`config.mk`:
```
export PLATFORM = sky130hd
export DESIGN_NAME = fetch_queue_flat
export DESIGN_NICKNAME = d
export VERILOG_FILES = /design/src/rtl/fetch_queue_if.sv /design/src/rtl/fetch_queue.sv /design/src/flat_wrapper.sv
export SDC_FILE = /design/constraint.sdc
export NUM_CORES = 1
export LEC_CHECK = 0
export CAP_MARGIN = 0
export CORE_AREA = 3 3 192 194
export DETAILED_ROUTE_END_ITERATION = 6
export DIE_AREA = 0 0 195 197
export PLACE_DENSITY = 0.65
export SLEW_MARGIN = 20
export SYNTH_ARGS = -nofsm -noshare
export SYNTH_HDL_FRONTEND = slang
export SYNTH_SLANG_ARGS = --single-unit
```
`constraint.sdc`:
```
create_clock -name clk -period 6.7 [get_ports clk]
set_input_delay 2.01 -clock clk [delete_from_list [all_inputs] [get_ports clk]]
set_output_delay 2.01 -clock clk [all_outputs]
set_load 0.02 [all_outputs]
```
`src/rtl/fetch_queue_if.sv`:
```
// Fetch front-end bundle: imem request/response, redirect from execute, and the
// decode-facing FIFO head. master = fetch_queue, slave = memory/decode side.
interface fetch_queue_if #(
    parameter int DEPTH = 4
);
    localparam int CW = $clog2(DEPTH) + 1;

    logic          imem_req_valid;
    logic          imem_req_ready;
    logic [31:0]   imem_req_addr;
    logic          imem_resp_valid;
    logic [31:0]   imem_resp_data;
    logic          redirect;
    logic [31:0]   redirect_pc;
    logic          d_valid;
    logic          d_ready;
    logic [31:0]   d_pc;
    logic [31:0]   d_insn;
    logic [CW-1:0] fq_count;

    modport master (
        output imem_req_valid, imem_req_addr, d_valid, d_pc, d_insn, fq_count,
        input  imem_req_ready, imem_resp_valid, imem_resp_data, redirect, redirect_pc, d_ready
    );

    modport slave (
        input  imem_req_valid, imem_req_addr, d_valid, d_pc, d_insn, fq_count,
        output imem_req_ready, imem_resp_valid, imem_resp_data, redirect, redirect_pc, d_ready
    );
endinterface

```
`src/rtl/fetch_queue.sv`:
```
// Instruction fetch front end: owns the fetch PC, issues credit-limited imem
// requests and buffers {pc, insn} pairs for decode; redirect flushes and restarts.
module fetch_queue #(
    parameter logic [31:0] START_ADDR      = 32'h0100_0000,
    parameter int          DEPTH           = 4,
    parameter int          MAX_OUTSTANDING = 2
) (
    input  logic          clk,
    input  logic          rst,
    fetch_queue_if.master bus
);
    localparam int PW = $clog2(DEPTH);
    localparam int CW = PW + 1;
    localparam int OW = $clog2(MAX_OUTSTANDING + 1);
    localparam int QW = (MAX_OUTSTANDING > 1) ? $clog2(MAX_OUTSTANDING) : 1;

    typedef struct packed {
        logic [31:0] pc;
        logic [31:0] insn;
    } entry_t;

    entry_t        mem [DEPTH];
    entry_t        head;
    logic [PW-1:0] rd_ptr, wr_ptr;
    logic [CW-1:0] count;
    logic [31:0]   f_pc;
    logic [OW-1:0] inflight, drop_cnt;
    logic [31:0]   ipc [MAX_OUTSTANDING];
    logic [QW-1:0] ipc_rd, ipc_wr;

    logic credit, req_valid, accept, resp, push, pop;

    function automatic logic [QW-1:0] ipc_next(input logic [QW-1:0] p);
        return (p == QW'(MAX_OUTSTANDING - 1)) ? '0 : p + 1'b1;
    endfunction

    // Credits count both FIFO entries and outstanding requests, so every
    // accepted response is guaranteed a slot (dropped ones are conservative).
    assign credit    = (int'(count) + int'(inflight) < DEPTH) && (int'(inflight) < MAX_OUTSTANDING);
    assign req_valid = rst && !bus.redirect && credit;
    assign accept    = req_valid && bus.imem_req_ready;
    assign resp      = bus.imem_resp_valid && (inflight != '0);
    assign push      = resp && !bus.redirect && (drop_cnt == '0);
    assign pop       = (count != '0) && bus.d_ready && !bus.redirect;

    assign head               = mem[rd_ptr];
    assign bus.imem_req_valid = req_valid;
    assign bus.imem_req_addr  = f_pc;
    assign bus.d_valid        = (count != '0);
    assign bus.d_pc           = (count != '0) ? head.pc   : 32'h0;
    assign bus.d_insn         = (count != '0) ? head.insn : 32'h0;
    assign bus.fq_count       = count;

    always_ff @(posedge clk or negedge rst) begin
        if (!rst) begin
            f_pc     <= START_ADDR;
            rd_ptr   <= '0;
            wr_ptr   <= '0;
            count    <= '0;
            inflight <= '0;
            drop_cnt <= '0;
            ipc_rd   <= '0;
            ipc_wr   <= '0;
        end else begin
            // The in-flight PC FIFO tracks every outstanding request, dropped or not.
            if (accept) ipc_wr <= ipc_next(ipc_wr);
            if (resp)   ipc_rd <= ipc_next(ipc_rd);
            if (bus.redirect) begin
                f_pc     <= bus.redirect_pc & 32'hFFFF_FFFC;
                rd_ptr   <= '0;
                wr_ptr   <= '0;
                count    <= '0;
                inflight <= inflight - OW'(resp);
                drop_cnt <= inflight - OW'(resp);
            end else begin
                if (accept) f_pc <= f_pc + 32'd4;
                inflight <= inflight + OW'(accept) - OW'(resp);
                if (resp && drop_cnt != '0) drop_cnt <= drop_cnt - 1'b1;
                if (push) wr_ptr <= wr_ptr + 1'b1;
                if (pop)  rd_ptr <= rd_ptr + 1'b1;
                count <= count + CW'(push) - CW'(pop);
            end
        end
    end

    always_ff @(posedge clk) begin
        if (accept) ipc[ipc_wr] <= f_pc;
        if (push)   mem[wr_ptr] <= '{pc: ipc[ipc_rd], insn: bus.imem_resp_data};
    end
endmodule

```
`src/flat_wrapper.sv`:
```
// flat-port wrapper written by rule: the top's interface ports become plain ports
module fetch_queue_flat 
#(
    parameter logic [31:0] START_ADDR      = 32'h0100_0000,
    parameter int          DEPTH           = 4,
    parameter int          MAX_OUTSTANDING = 2
)
  (clk, rst, bus_imem_req_valid, bus_imem_req_addr, bus_d_valid, bus_d_pc, bus_d_insn, bus_fq_count, bus_imem_req_ready, bus_imem_resp_valid, bus_imem_resp_data, bus_redirect, bus_redirect_pc, bus_d_ready);
  fetch_queue_if #(.DEPTH(DEPTH)) bus_i ();
  input  logic clk;
  input  logic rst;
  output wire logic [$bits(bus_i.imem_req_valid)-1:0] bus_imem_req_valid;
  output wire logic [$bits(bus_i.imem_req_addr)-1:0] bus_imem_req_addr;
  output wire logic [$bits(bus_i.d_valid)-1:0] bus_d_valid;
  output wire logic [$bits(bus_i.d_pc)-1:0] bus_d_pc;
  output wire logic [$bits(bus_i.d_insn)-1:0] bus_d_insn;
  output wire logic [$bits(bus_i.fq_count)-1:0] bus_fq_count;
  input wire logic [$bits(bus_i.imem_req_ready)-1:0] bus_imem_req_ready;
  input wire logic [$bits(bus_i.imem_resp_valid)-1:0] bus_imem_resp_valid;
  input wire logic [$bits(bus_i.imem_resp_data)-1:0] bus_imem_resp_data;
  input wire logic [$bits(bus_i.redirect)-1:0] bus_redirect;
  input wire logic [$bits(bus_i.redirect_pc)-1:0] bus_redirect_pc;
  input wire logic [$bits(bus_i.d_ready)-1:0] bus_d_ready;
  assign bus_imem_req_valid = bus_i.imem_req_valid;
  assign bus_imem_req_addr = bus_i.imem_req_addr;
  assign bus_d_valid = bus_i.d_valid;
  assign bus_d_pc = bus_i.d_pc;
  assign bus_d_insn = bus_i.d_insn;
  assign bus_fq_count = bus_i.fq_count;
  assign bus_i.imem_req_ready = bus_imem_req_ready;
  assign bus_i.imem_resp_valid = bus_imem_resp_valid;
  assign bus_i.imem_resp_data = bus_imem_resp_data;
  assign bus_i.redirect = bus_redirect;
  assign bus_i.redirect_pc = bus_redirect_pc;
  assign bus_i.d_ready = bus_d_ready;
  fetch_queue #(.START_ADDR(START_ADDR), .DEPTH(DEPTH), .MAX_OUTSTANDING(MAX_OUTSTANDING)) u_core (.clk(clk), .rst(rst), .bus(bus_i));
endmodule
```
==> flow_metrics.env <==
export IMPL_cp_num_buf_inv=2
export IMPL_grt_pass1_wl_um=44600
export IMPL_final_core_util=0.495
export IMPL_critPathMaxStageDelay_ps=600
export IMPL_ctsResizeCount=0
export IMPL_synth_simple_area_share=0.0777
export IMPL_slew_headroom=0.293
export IMPL_core_area_um2=35400
export IMPL_grt_overflow_total=0
export IMPL_critical_path_class="in -> out"
export IMPL_synth_fa_ha_area_frac=0.0121
export IMPL_setup_violations=0
export IMPL_tritoncts="yes"
export IMPL_powerDensity_nw_per_um2=373
export IMPL_clk_pin_slew_ps=60
export IMPL_cap_violations=0
export IMPL_path_max_fanout=2
export IMPL_hold_buffers=0
export IMPL_floorplan_rows=69
export IMPL_synth_compound_area_frac=0.0208
export IMPL_critPathArrivalTime_ps=3270
export IMPL_synth_seq_cells=351
export IMPL_ys_flop_type="edfxtp_1"
export IMPL_fin_setup_tns_ps=0
export IMPL_period_minus_slack_ps=5280
export IMPL_ys_warn_count=0
export IMPL_place_hpwl_um=16600
export IMPL_root_buffer="clkbuf_16"
export IMPL_async_reset_ff_frac=0.123
export IMPL_grt_max_degree=70
export IMPL_clockBufferDepth=3
export IMPL_path_cells="buf_2 > nor4_4 > and3_1 > clkdlybuf4s50_1"
export IMPL_first_global_vias=7582
export IMPL_wl_per_cell_um=19.9
export IMPL_area_growth_pct=24.5
export IMPL_vias=7307
export IMPL_ir_drop_mv=0.195
export IMPL_htree_levels=2
export IMPL_syn_area_um2=14100
export IMPL_final_nets=1029
export IMPL_grt_use_total=0.149
export IMPL_skew_ps=10.2
export IMPL_place_congestion=0.781
export IMPL_fmax_mhz=189
export IMPL_dieArea_um2=38400
export IMPL_clk_latency_ps=520
export IMPL_status="complete, no violations"
export IMPL_fillers=2958
export IMPL_synth_cell_types=48
export IMPL_start_util=0.397
export IMPL_power_leakage_nw=5.79
export IMPL_synth_top_family_by_area="multiplexers"
export IMPL_ys_seq_area_frac=0.734
export IMPL_cts_setup_buffers=0
export IMPL_endpoint_kind="primary output"
export IMPL_crit_path_start_kind="input pin"
export IMPL_ant_nets=0
export IMPL_hold_violations=0
export IMPL_routed_wirelength_um=28600
export IMPL_ios=171
export IMPL_synth_area_top_cells="edfxtp_1 (66%), mux4_2 (9.9%), dfrtp_1 (7.5%)"
export IMPL_slew_violations=0
export IMPL_route_detailed_drc=0
export IMPL_cts_sinks=351
export IMPL_holdCritPathClass="reg -> reg"
export IMPL_detail_route_iter0_violations=351
export IMPL_synth_edf_count=308
export IMPL_antenna_cells=0
export IMPL_drt_pass1_iter_count=5
export IMPL_synth_top_area_cell="edfxtp_1"
export IMPL_antenna_found_initial=1
export IMPL_critical_path_top_delay_family="buffers and inverters"
export IMPL_rsz0062_at_grt="false"
export IMPL_period_share=0.788
export IMPL_crit_required_ps=4690
export IMPL_via_per_inst=5.08
export IMPL_portBuffers=164
export IMPL_die_h_um=197
export IMPL_final_layout_size_suffix_gt1_frac=0.192
export IMPL_cts_inserted_buffers=38
export IMPL_synth_top_area_frac=0.657
export IMPL_synth_mux_area_frac=0.126
export IMPL_slowest_stage="clkdlybuf4s50_1"
export IMPL_worst_pin_slew_ps=1060
export IMPL_syn_inst=769
export IMPL_post_synth_xor_area_fraction=0.0125
export IMPL_postSynthAreaPerCell_um2=18.3
export IMPL_fp_dieW_um=195
==> final cells by class <==
class | instances | area (µm²) | area share
clock buffer | 45 | 1020 | 0.0582
clock inverter | 25 | 288 | 0.0164
timing repair buffer | 171 | 1700 | 0.0969
tap | 461 | 577 | 0.0329
inverter | 15 | 58.8 | 0.00336
multi-input combinational | 369 | 3540 | 0.202
sequential | 351 | 10300 | 0.590
==> power breakdown <==
group	switching [mW]	leakage, nW	internal (mW)
combinational	0.828	1.85	0.841
sequential	0.170	3.30	2.56
clock	0.846	0.638	1.29
==> Yosys cell counts (all sizes together), types with 3 or more instances <==
cell / n
o311ai: 8
xor2: 11
xnor2: 9
edfxtp: 308
and2: 67
dfrtp: 42
nand2: 37
nand4: 9
and3: 5
or3: 6
ha: 12
o21ai: 26
mux2: 32
mux4: 62
and4: 3
nand3: 22
inv: 15
clkbuf: 19
buf: 18
a221o: 3
nor4: 3
nor2: 20
a21oi: 5
nor2b: 13
==> per-stage QoR <==
step           cells  setup slack (ps)  hold slack, ps  power (mW)  area (µm²)
6_report        1437              1420             514        6.54       17500
5_1_grt         1437              1270             553        6.85       17500
4_1_cts         1437              1390             517        6.64       17500
3_5_place_dp    1367              1420             508        4.49       16200
3_3_place_gp    1367              1420             493        4.47       16200
2_1_floorplan    772              2060             460        3.73       14100
==> cells in the final DEF (no fill, tap or decap), types with 6 or more instances in the layout <==
cell type        Yosys  routed
nor2b_1             13      13
inv_1               14      14
buf_4                4       6
ha_1                12      12
edfxtp_1           308     308
mux4_2              62      62
o21ai_1              8       8
nand3_1             20      20
dfrtp_1             42      40
and2_1              67      63
nand2_1             37      37
clkdlybuf4s50_1      0     162
clkinv_2             0       8
o311ai_1             8       8
o21ai_0             18      18
nor2_1              19      18
mux2_2              32      32
xnor2_1              9       9
clkbuf_16            0      39
xor2_1              11      11
==> path summary, 6_finish.rpt <==
check / from / endpoint / slack (ps) / depth (start not counted)
min reg2reg: u_core.ipc_wr$_DFFE_PN0P_ / u_core.ipc_wr$_DFFE_PN0P_ / 510 / 1
max: bus_redirect / bus_imem_req_valid / 1420 / 4
max reg2reg: u_core.bus.fq_count[1]$_DFF_PN0_ / u_core.bus.fq_count[2]$_DFF_PN0_ / 3760 / 12
max in group asynchronous: rst / u_core.rd_ptr[1]$_DFFE_PN0P_ / 4630 / 2
min: u_core.ipc_wr$_DFFE_PN0P_ / u_core.ipc_wr$_DFFE_PN0P_ / 510 / 1
min in group asynchronous: rst / u_core.bus.imem_req_addr[15]$_DFFE_PN0P_ / 1620 / 2
==> worst register-to-register path: cells and delay by family, from the launching register on <==
family / cells / cell delay (ps)
fa+ha+maj: 3 / 800
simple gates: 4 / 790
xor+xnor: 2 / 310
flops: 1 / 460
buf+inv: 3 / 450
==> sequential cells by signal, summed over array words and instances, names as in the netlist <==
register / cells
u_core.mem: 248
u_core.ipc: 60
u_core.bus.imem_req_addr: 30
u_core.bus.fq_count: 3
u_core.drop_cnt: 2
u_core.inflight: 2
u_core.rd_ptr: 2
u_core.wr_ptr: 2
u_core.ipc_rd: 1
u_core.ipc_wr: 1
==> cell families (layout without fill, tap and decap cells) <==
kind of cell    Yosys count  in the layout
buf+inv                  52            256
fa+ha+maj                13             13
other cells               1              4
simple gates            189            189
flops                   351            351
xor+xnor                 20             20
compound gates           47             47
mux                      96             96
==> layer usage <==
layer | vias to the layer above | wire length, µm | track usage
li1 | 3346 | - | -
met5 | - | 13 | 0
met1 | 3715 | 12700 | 0.207
met3 | 37 | 1700 | 0.0356
met4 | 2 | 521 | 0.0407
met2 | 207 | 13700 | 0.240
Power figures use the tool's default switching activity.
==> variant (same flow settings) <==
`MAX_OUTSTANDING` is set to 2 in 2 places; all go to 4.
--- a/src/rtl/fetch_queue.sv
+++ b/src/rtl/fetch_queue.sv
@@ -3,7 +3,7 @@
 module fetch_queue #(
     parameter logic [31:0] START_ADDR      = 32'h0100_0000,
     parameter int          DEPTH           = 4,
-    parameter int          MAX_OUTSTANDING = 2
+    parameter int          MAX_OUTSTANDING = 4
 ) (
     input  logic          clk,
     input  logic          rst,
--- a/src/flat_wrapper.sv
+++ b/src/flat_wrapper.sv
@@ -3,7 +3,7 @@
 #(
     parameter logic [31:0] START_ADDR      = 32'h0100_0000,
     parameter int          DEPTH           = 4,
-    parameter int          MAX_OUTSTANDING = 2
+    parameter int          MAX_OUTSTANDING = 4
 )
   (clk, rst, bus_imem_req_valid, bus_imem_req_addr, bus_d_valid, bus_d_pc, bus_d_insn, bus_fq_count, bus_imem_req_ready, bus_imem_resp_valid, bus_imem_resp_data, bus_redirect, bus_redirect_pc, bus_d_ready);
   fetch_queue_if #(.DEPTH(DEPTH)) bus_i ();
Behaviour: not the same (a bounded check fails within 4 cycles, from zero or initial values and one cycle with rst low).
==> variant against the original RTL <==
Global-route usage grew 2.6 points. Power rose by 16%. Worst setup slack gained 16 ps. Sequential cell count grew 64. Design area rose by 16%. Wire length up 15%. Area after synthesis up 18%. Cell count grew 9.2%. Largest power group unchanged. Highest routed layer is now met4.
==> variant: results (changes against the original RTL) <==
run_status:
  status: "completed"  # unchanged
yosys:
  synth_edf_count: 368  # was 308
  netlist_top_cells_count: "368 x edfxtp_1, 92 x mux4_2, 74 x and2_1"  # was 308 x edfxtp_1, 67 x and2_1, 62 x mux4_2
  synthArstFlopShare: 0.1133  # was 0.1225
  netlist_instances: 892  # was 769
  yosys-top-cells-area: "edfxtp_1 66%, mux4_2 12%, dfrtp_1 6.9%"  # was edfxtp_1 66%, mux4_2 9.9%, dfrtp_1 7.5%
pwr:
  internal_power_w: 0.005576  # was 0.004693 W
  p_leak_nw: 6.758  # was 5.789 nW
  pg_clk_w: 0.00258  # was 0.00214 W
  switching_share: 0.2676  # was 0.2821
  p_seq_frac: 0.432  # was 0.417
worst_setup_path:
  r2r_slack_ps: 3340  # was 3760 ps
  reg2reg_to: "u_core.ipc[3][17]$_DFFE_PP_"  # was u_core.bus.fq_count[2]$_DFF_PN0_
  r2r_cells: 6  # was 12
drt:
  drt_iter0_drc: 447  # was 351
clock_network:
  numCtsBuffers: 45  # was 38
global_route:
  grtUsageTotal: 0.1751  # was 0.1493
  antenna_found_initial: 0  # was 1
place:
  dp_worst_setup_slack_ps: 1428  # was 1422 ps
  dpl.cell_count: 1491  # was 1367
  hpwl_um: 19950  # was 16650 um
  placed_cell_area_um2: 18800  # was 16200 um2
finish:
  nFillCells: 2751  # was 2958
  drive_above_1_share: 0.1751  # was 0.1916
  final_nets: 1169  # was 1029
sta:
  whs_ps: 585.8  # was 514.1 ps
  worst_pin_slew_ps: 1128  # was 1061 ps
variant: layout make-up:
cell class / instances / area, um2 / area share
flip-flops and latches: 415 / 12240 / 0.6012
multi-input cells: 413 / 4135 / 0.2031
repair buffers: 180 / 1764 / 0.08666
clock buffers: 52 / 1195 / 0.05870
well taps: 461 / 576.8 / 0.02833
clock inverters: 26 / 365.4 / 0.01795
inverters: 22 / 82.58 / 0.004057
variant: logic make-up after synthesis:
family	count (synthesis)	synth area share
mux	96	0.1271
flops	415	0.7356
simple gates	212	0.07023
fa+ha+maj	22	0.01746
compound gates	60	0.02236
buf+inv	67	0.01694
xor+xnor	19	0.01001
other cells	1	0.0002256
variant: layer usage:
metal,wire length [um],up-vias,global-route usage
met5,0,-,0
met3,1943,43,0.03470
met4,547,0,0.03855
met2,16180,274,0.2928
li1,-,3880,-
met1,14270,4325,0.2429
variant: critical path, stage by stage:
cell             delay, ps
buf_2                  120
nor4b_4                330
and3_1                 200
clkdlybuf4s50_1        600
